`config.mk`:
```
export PLATFORM = sky130hd
export DESIGN_NAME = gpio_apb_port
export DESIGN_NICKNAME = d
export VERILOG_FILES = /design/src/rtl/gpio_apb_port_pkg.sv /design/src/rtl/gpio_lane_sel.sv /design/src/rtl/gpio_apb_port.sv
export SDC_FILE = /design/constraint.sdc
export NUM_CORES = 1
export LEC_CHECK = 0
export CORE_MARGIN = 3
export CORE_UTILIZATION = 29
export DETAILED_ROUTE_END_ITERATION = 8
export GPL_ROUTABILITY_DRIVEN = 0
export PLACE_DENSITY = 0.92
export SYNTH_ARGS = -nofsm -noshare
export SYNTH_HDL_FRONTEND = slang
export SYNTH_SLANG_ARGS = --single-unit
```
`constraint.sdc`:
```
create_clock -name PCLK -period 1.74 [get_ports PCLK]
set_input_delay 0.348 -clock PCLK [delete_from_list [all_inputs] [get_ports PCLK]]
set_output_delay 0.348 -clock PCLK [all_outputs]
set_load 0.01 [all_outputs]
```
`src/rtl/gpio_apb_port_pkg.sv`:
```
// Shared constants for the 8-bit APB GPIO port: widths, register selects
// and reset values.
package gpio_apb_port_pkg;
  localparam int GPIO_W = 8;
  localparam int APB_DW = 32;
  localparam int APB_AW = 32;
  localparam int NLANES = APB_DW / 8;

  // Register select is PADDR[2]
  localparam logic CTRL_SEL = 1'b0;
  localparam logic DATA_SEL = 1'b1;

  localparam logic [GPIO_W-1:0] CTRL_RST = '0;
  localparam logic [GPIO_W-1:0] DATA_RST = '0;
endpackage

```
`src/rtl/gpio_lane_sel.sv`:
```
// Picks one write byte from the APB data bus: the lowest lane whose strobe
// is set supplies the byte; lane_hit is low when no strobe is set.
module gpio_lane_sel
  import gpio_apb_port_pkg::*;
(
  input  logic [NLANES-1:0] pstrb,
  input  logic [APB_DW-1:0] pwdata,
  output logic [GPIO_W-1:0] lane_byte,
  output logic              lane_hit
);

  always_comb begin
    lane_byte = '0;
    lane_hit  = 1'b0;
    // Scan high to low so the lowest set strobe is the last assignment
    for (int k = NLANES - 1; k >= 0; k--) begin
      if (pstrb[k]) begin
        lane_byte = pwdata[8*k +: 8];
        lane_hit  = 1'b1;
      end
    end
  end

endmodule

```
`src/rtl/gpio_apb_port.sv`:
```
// 8-bit GPIO port on a zero-wait-state APB slave: CONTROL (direction) and
// DATA registers, masked output pins, masked input readback.
module gpio_apb_port
  import gpio_apb_port_pkg::*;
(
  input  logic              PCLK,
  input  logic              PRESETn,
  input  logic              PSEL,
  input  logic              PENABLE,
  input  logic [APB_AW-1:0] PADDR,
  input  logic              PWRITE,
  input  logic [NLANES-1:0] PSTRB,
  input  logic [APB_DW-1:0] PWDATA,
  output logic [APB_DW-1:0] PRDATA,
  output logic              PREADY,
  input  logic [GPIO_W-1:0] GPIO_DATA_IN,
  output logic [GPIO_W-1:0] GPIO_DATA_OUT
);

  // Handshake: a transfer completes in every cycle with PSEL & PENABLE high,
  // since PREADY is tied high; a held access phase repeats the transfer.
  logic [GPIO_W-1:0] ctrl_q;
  logic [GPIO_W-1:0] data_q;
  logic [GPIO_W-1:0] wr_byte;
  logic              wr_hit;
  logic              access;
  logic              wr_en;
  logic              reg_sel;
  logic              unused_paddr;

  assign unused_paddr = ^{PADDR[APB_AW-1:3], PADDR[1:0]};

  assign access  = PSEL & PENABLE;
  assign reg_sel = PADDR[2];
  assign wr_en   = access & PWRITE & wr_hit;
  assign PREADY  = 1'b1;

  gpio_lane_sel u_lane_sel (
    .pstrb     (PSTRB),
    .pwdata    (PWDATA),
    .lane_byte (wr_byte),
    .lane_hit  (wr_hit)
  );

  // PRESETn is active-high here; reset takes priority over any write
  always_ff @(posedge PCLK) begin
    if (PRESETn) begin
      ctrl_q <= CTRL_RST;
      data_q <= DATA_RST;
    end else if (wr_en) begin
      if (reg_sel == DATA_SEL) data_q <= wr_byte;
      else                     ctrl_q <= wr_byte;
    end
  end

  assign GPIO_DATA_OUT = data_q & ctrl_q;

  always_comb begin
    PRDATA = '0;
    if (access && !PWRITE) begin
      if (reg_sel == CTRL_SEL)
        PRDATA = {{(APB_DW-GPIO_W){1'b0}}, ctrl_q};
      else
        PRDATA = {{(APB_DW-GPIO_W){1'b0}}, GPIO_DATA_IN & ~ctrl_q};
    end
  end

endmodule

```
==> flow_summary_export.csv, run 1 <==
group,metric,value,unit
synth,netlist_instances,145,
power_and_ir_drop,pwr_density_cell,478,nW/um^2
sta,relSlewSlack,63.9,%
final_layout,fillers,357,
grt,grt_first_pass_wirelength,6.05,mm
synth,synth_top_family_by_area,"buffers and inverters",
power_and_ir_drop,p_leak,0.851,nW
placement,dp_hpwl,2.99,mm
clock_network,worstSkewPairLatency,0.25,ns
final_layout,drive_gt1_share,26.0,%
sta,fin_skew,0,ns
critical_path,path_max_fanout,1,
routing,num_vias,1280,
die,rows,22,
grt,grt_max_degree,10,
sta,final-setup-viol-count,0,
run_status,outcome,"finished clean",
sta,maxSlewViolCount,0,
min_path,hp-class,"reg -> reg",
clock_network,cts-root-buf,"clkbuf_8",
synth,yosys.area_share.simple,14.6,%
clock_network,clockBufferDepth,2,
sta,period_minus_slack,1.69,ns
grt,grt.overflow.total,0,
clock_network,cts_tree,"built",
sta,worst_pin_slew,0.542,ns
synth,synth_compound_area_share,23.4,%
placement,post-place-ws,-0.623,ns
min_path,holdPathStages,2,
grt,grt_pass1_vias,1300,
clock_network,htreeDepth,1,
die,start_util,30.8,%
sta,finalHoldViolations,0,
clock_network,clk_pin_slew,0.06,ns
die,coreArea,3770,um^2
grt,antenna_found_initial,0,
final_layout,area_growth,71.0,%
synth,ys_types,27,
routing,ant_nets,0,
critical_path,required,1.39,ns
final_layout,final_common_cell,"clkdlybuf4s50_1",
final_layout,nNetsFinal,302,
die,die_area,4800,um^2
critical_path,start_kind,"input port",
routing,wirelength,3.91,mm
final_layout,final_cell_mix,"43 x clkdlybuf4s50_1, 25 x conb_1, 18 x inv_1, 16 x dfxtp_1, 14 x nor2_1",
routing,drc,0,
die,die_y,69.3,um
clock_network,clkSinkCount,16,
critical_path,path_class,"in -> out",
die,num_io_pins,122,
synth,ys_ff_latch,16,
die,die_w,69.3,um
synth,muxShareOfSynthArea,7.75,%
routing,wire_per_inst,14.6,um
sta,setup_ws,0.0546,ns
routing,drtPass1Iterations,4,
synth,syn-cell-area,1160,um^2
sta,rsz0062_at_grt,"no",
flow_run,cap_violations,0,
clock_network,cts_made_buffers,3,
sta,fmax,593,MHz
sta,tns,0,ns
critical_path,critPathCaptureType,"output pin",
final_layout,multi_input_comb_area,748,um^2
grt,grtUsageTotal,15.5,%
synth,synth_warnings,0,
synth,yosysSeqAreaShare,27.6,%
synth,synthAdderAreaFrac,0,%
critical_path,cp_data_arrival_time,1.34,ns
sta,period_share,96.9,%
final_layout,n_antenna_cell,0,
routing,drt-initial-drc-count,66,
synth,avgSynthCellArea,8.02,um^2
power_and_ir_drop,irDropWorstVdd,0.197,mV
synth,synth_xor_area_share,0,%
placement,port_buffers,65,
final_layout,regArea,320,um^2
routing,via_per_inst,4.79,
critical_path,rr_worst_depth,3,
[layer usage]
metal	vias up	global-route usage [%]	wire [um]
met5	-	0	0
met4	0	6.07	52
met3	4	1.88	300
met2	76	27.1	1960
met1	583	19.1	1590
li1	617	-	-
[worst max-delay path: stages]
cell	delay, ns
clkdlybuf4s50_1	0.45
nand2_1	0.05
mux2_2	0.26
nor2_1	0.09
buf_2	0.14
[registers in the layout, indices dropped and copies added (netlist names)]
signal,cells
ctrl_q,8
data_q,8
[report_power, final]
part / switching (mW) / internal (mW)
combinational: 0.137 / 0.160
clock: 0.121 / 0.153
sequential: 0.00237 / 0.376
total: 0.260 / 0.690
[through the flow]
stage	instances	hold WS, ns	instance area [um^2]	utilization, %	power [mW]
2_1_floorplan	168	0.438	1250	-	0.540
3_3_place_gp	264	0.449	1840	48.9	0.657
3_5_place_dp	264	0.459	1840	48.9	0.660
4_1_cts	267	0.470	1940	51.5	0.943
5_1_grt	267	0.504	1990	52.7	0.994
6_report	267	0.469	1990	52.7	0.950
[Yosys cell counts]
cell,instances,share of area (%)
o21ai_0,1,0.43
buf_2,2,0.86
o32ai_1,16,12
mux2_2,8,7.8
clkbuf_1,3,0.97
nand4_1,1,0.54
or2_2,1,0.54
o22ai_1,7,3.8
dfxtp_1,16,28
buf_1,1,0.32
nand2_1,8,2.6
or3b_2,1,0.75
o21ai_1,1,0.43
or4_1,1,0.65
or4b_4,1,1.2
nand3b_1,1,0.65
inv_1,18,5.8
nand2b_1,1,0.54
nor2_1,16,5.2
nor2b_1,1,0.54
buf_6,2,1.9
nand3_1,1,0.43
a221oi_1,8,6.0
conb_1,2,0.65
nor4_2,1,1.1
o31ai_1,1,0.65
buf_4,25,16
[logic make-up (layout without fill, tap and decap cells)]
family / count (synthesis) / in the layout
flip-flops: 16 / 16
AND/OR/NAND/NOR: 34 / 34
other: 2 / 25
buffers and inverters: 51 / 102
AO/OA/AOI/OAI: 34 / 34
multiplexers: 8 / 8
[path summary, 6_finish.rpt]
path | start | to | slack, ns
max | GPIO_DATA_IN[2] | PRDATA[2] | 0.05
min | data_q[7] | data_q[7] | 0.47
max reg2reg | ctrl_q[3] | ctrl_q[3] | 1.02
min reg2reg | data_q[7] | data_q[7] | 0.47
[cell type report]
class	count	area share (%)
repair buffers	81	37.8
multi-input cells	101	37.6
flip-flops and latches	16	16.1
inverters	18	3.40
well taps	48	3.02
clock buffers	3	2.08
[what timing repair did]
action / CTS / global route
resized for setup: 56 / 13
endpoints found under the hold margin: 0 / 0
hold buffers: 0 / 0
endpoints found under the setup margin: 27 / 19
pin swaps: 1 / 1
buffers inserted: 0 / 0
(Power assumes the default switching activity.)
==> run 2, diff against run 1 <==
--- a/config.mk
+++ b/config.mk
@@ -7,9 +7,11 @@
 export LEC_CHECK = 0
 export CORE_MARGIN = 3
 export CORE_UTILIZATION = 29
+export CTS_BUF_LIST = sky130_fd_sc_hd__clkbuf_4
+export CTS_CLUSTER_SIZE = 10
 export DETAILED_ROUTE_END_ITERATION = 8
 export GPL_ROUTABILITY_DRIVEN = 0
-export PLACE_DENSITY = 0.92
+export PLACE_DENSITY_LB_ADDON = 0.05
 export SYNTH_ARGS = -nofsm -noshare
 export SYNTH_HDL_FRONTEND = slang
 export SYNTH_SLANG_ARGS = --single-unit
==> flow_summary_export.csv, run 2 (synthesis gave the netlist of run 1 again) <==
group,metric,value,unit
run_status,outcome,"finished clean",
clock_network,ctsHoldBuffers,0,
routing,drt-initial-drc-count,46,
power_and_ir_drop,p_leak,0.841,nW
routing,highest_layer,"met4",
routing,via_per_inst,4.80,
placement,dp_hpwl,3.16,mm
sta,fmax,591,MHz
final_layout,final_common_cell,"clkdlybuf4s50_1",
sta,period_share,97.2,%
clock_network,cts_made_buffers,3,
critical_path,required,1.39,ns
power_and_ir_drop,power,0.889,mW
final_layout,n_antenna_cell,0,
clock_network,clkSinkCount,16,
placement,post-place-ws,-0.573,ns
grt,grt_first_pass_wirelength,6.41,mm
critical_path,r2r_slack,1.06,ns
power_and_ir_drop,irDropWorstVdd,0.208,mV
critical_path,slowest_delay,0.55,ns
sta,period_minus_slack,1.69,ns
sta,maxSlewViolCount,0,
final_layout,nNetsFinal,310,
final_layout,top_regs,"ctrl_q: 8 flops, data_q: 8 flops",
clock_network,worstSkewPairLatency,0.28,ns
routing,wl_met2,1.92,mm
sta,finalHoldViolations,0,
critical_path,cp-endpoint,"GPIO_DATA_OUT[3]",
clock_network,cts-root-buf,"clkbuf_4",
critical_path,cpLargestDelayFamily,"buffers and inverters",
die,coreArea,3770,um^2
routing,wire_per_inst,14.8,um
min_path,hp-class,"reg -> reg",
critical_path,path_max_fanout,3,
critical_path,path_cells,"inv_1, nor2_1, clkdlybuf4s50_1",
sta,final-setup-viol-count,0,
die,die_y,69.3,um
critical_path,r2r-end,"ctrl_q[7]",
final_layout,area_growth,69.3,%
clock_network,clk_pin_slew,0.10,ns
die,die_area,4800,um^2
die,rows,22,
routing,drtPass1Iterations,4,
clock_network,htreeDepth,1,
critical_path,path_class,"reg -> out",
routing,wirelength,4.06,mm
critical_path,critPathCaptureType,"output pin",
grt,grt_pass1_vias,1272,
critical_path,crit_buf_inv,2,
clock_network,clockBufferDepth,2,
sta,setup_ws,0.0492,ns
grt,grt_max_degree,11,
grt,grtUsageTotal,16.7,%
grt,grt.overflow.total,0,
critical_path,cp_data_arrival_time,1.34,ns
critical_path,cp.depth,3,
final_layout,final_cell_mix,"47 x clkdlybuf4s50_1, 25 x conb_1, 20 x buf_4, 18 x inv_1, 16 x dfxtp_1",
critical_path,worstReg2RegStart,"ctrl_q[7]",
routing,met3WireLength,320,um
die,num_io_pins,122,
grt,antenna_found_initial,0,
placement,port_buffers,65,
clock_network,cts_tree,"built",
final_layout,drive_gt1_share,24.7,%
flow_run,cap_violations,0,
die,die_w,69.3,um
routing,ant_nets,0,
power_and_ir_drop,pwr_density_cell,452,nW/um^2
critical_path,crit_path_start,"ctrl_q[3]",
routing,drt-met1-wl,1.75,mm
critical_path,start_kind,"flip-flop",
die,start_util,30.8,%
critical_path,cp_slowest_cell,"clkdlybuf4s50_1",
clock_network,cts_setup_buffers,0,
routing,drc,0,
critical_path,rr_worst_depth,3,
routing,num_vias,1320,
sta,fin_skew,0,ns
[run 2: cell types whose count changed in the layout (fill, tap and decap cells not counted), moves of 3 or more]
cell / before / now
buf_4: 13 / 20
clkbuf_4: 0 / 3
clkbuf_8: 3 / 0
clkdlybuf4s50_1: 43 / 47
dlymetal6s2s_1: 7 / 3
o32ai_1: 7 / 14
o32ai_2: 9 / 2
[run 2: worst register-to-register path: stages (launching register included)]
cell and delay, ns:
dfxtp_1 0.32, inv_1 0.05, buf_4 0.13, o32ai_1 0.10
[run 2: metal layers]
layer,vias to the layer above,GRT usage (%)
met5,-,0
met1,610,21.7
met3,6,4.49
met4,0,5.64
met2,67,26.4
li1,637,-
[run 2: per-stage QoR]
stage	util (%)	instance area, um^2	instances	TNS, ns	hold WS (ns)
floorplan	-	1250	168	0	0.438
global placement	50.6	1910	271	-8.92	0.453
detailed placement	50.6	1910	271	-9.05	0.460
CTS	51.2	1930	275	0	0.475
global route	52.2	1970	275	-0.00241	0.499
finish	52.2	1970	275	0	0.469
[run 2: worst min path at each step]
| stage | cells past startpoint | slack [ns] | from | end |
|---|---|---|---|---|
| CTS | 2 | 0.48 | data_q[0] | data_q[0] |
| global route | 2 | 0.50 | data_q[6] | data_q[6] |
| detailed placement | 2 | 0.46 | data_q[0] | data_q[0] |
| floorplan | 2 | 0.44 | data_q[0] | data_q[0] |
| finish | 2 | 0.47 | data_q[0] | data_q[0] |
| global placement | 2 | 0.45 | data_q[6] | data_q[6] |
[run 2: area by class of cell]
type,instances,area [um^2]
Fill cell,359,1800
Timing Repair Buffer,89,831
Multi-Input combinational cell,101,667
Sequential cell,16,320
Inverter,18,67.6
Tap cell,48,60.1
Clock buffer,3,22.5
[run 2: timing repair]
action,4_1_cts,5_1_grt
pin swaps,4,1
resized for setup,44,10
hold endpoints to repair,0,0
setup endpoints to repair,12,6
cloned,1,0
[run 2: power breakdown]
group          internal (mW)  switching [mW]  total (mW)
clock                 0.0803           0.122       0.202
sequential             0.376         0.00232       0.378
combinational          0.177           0.132       0.309
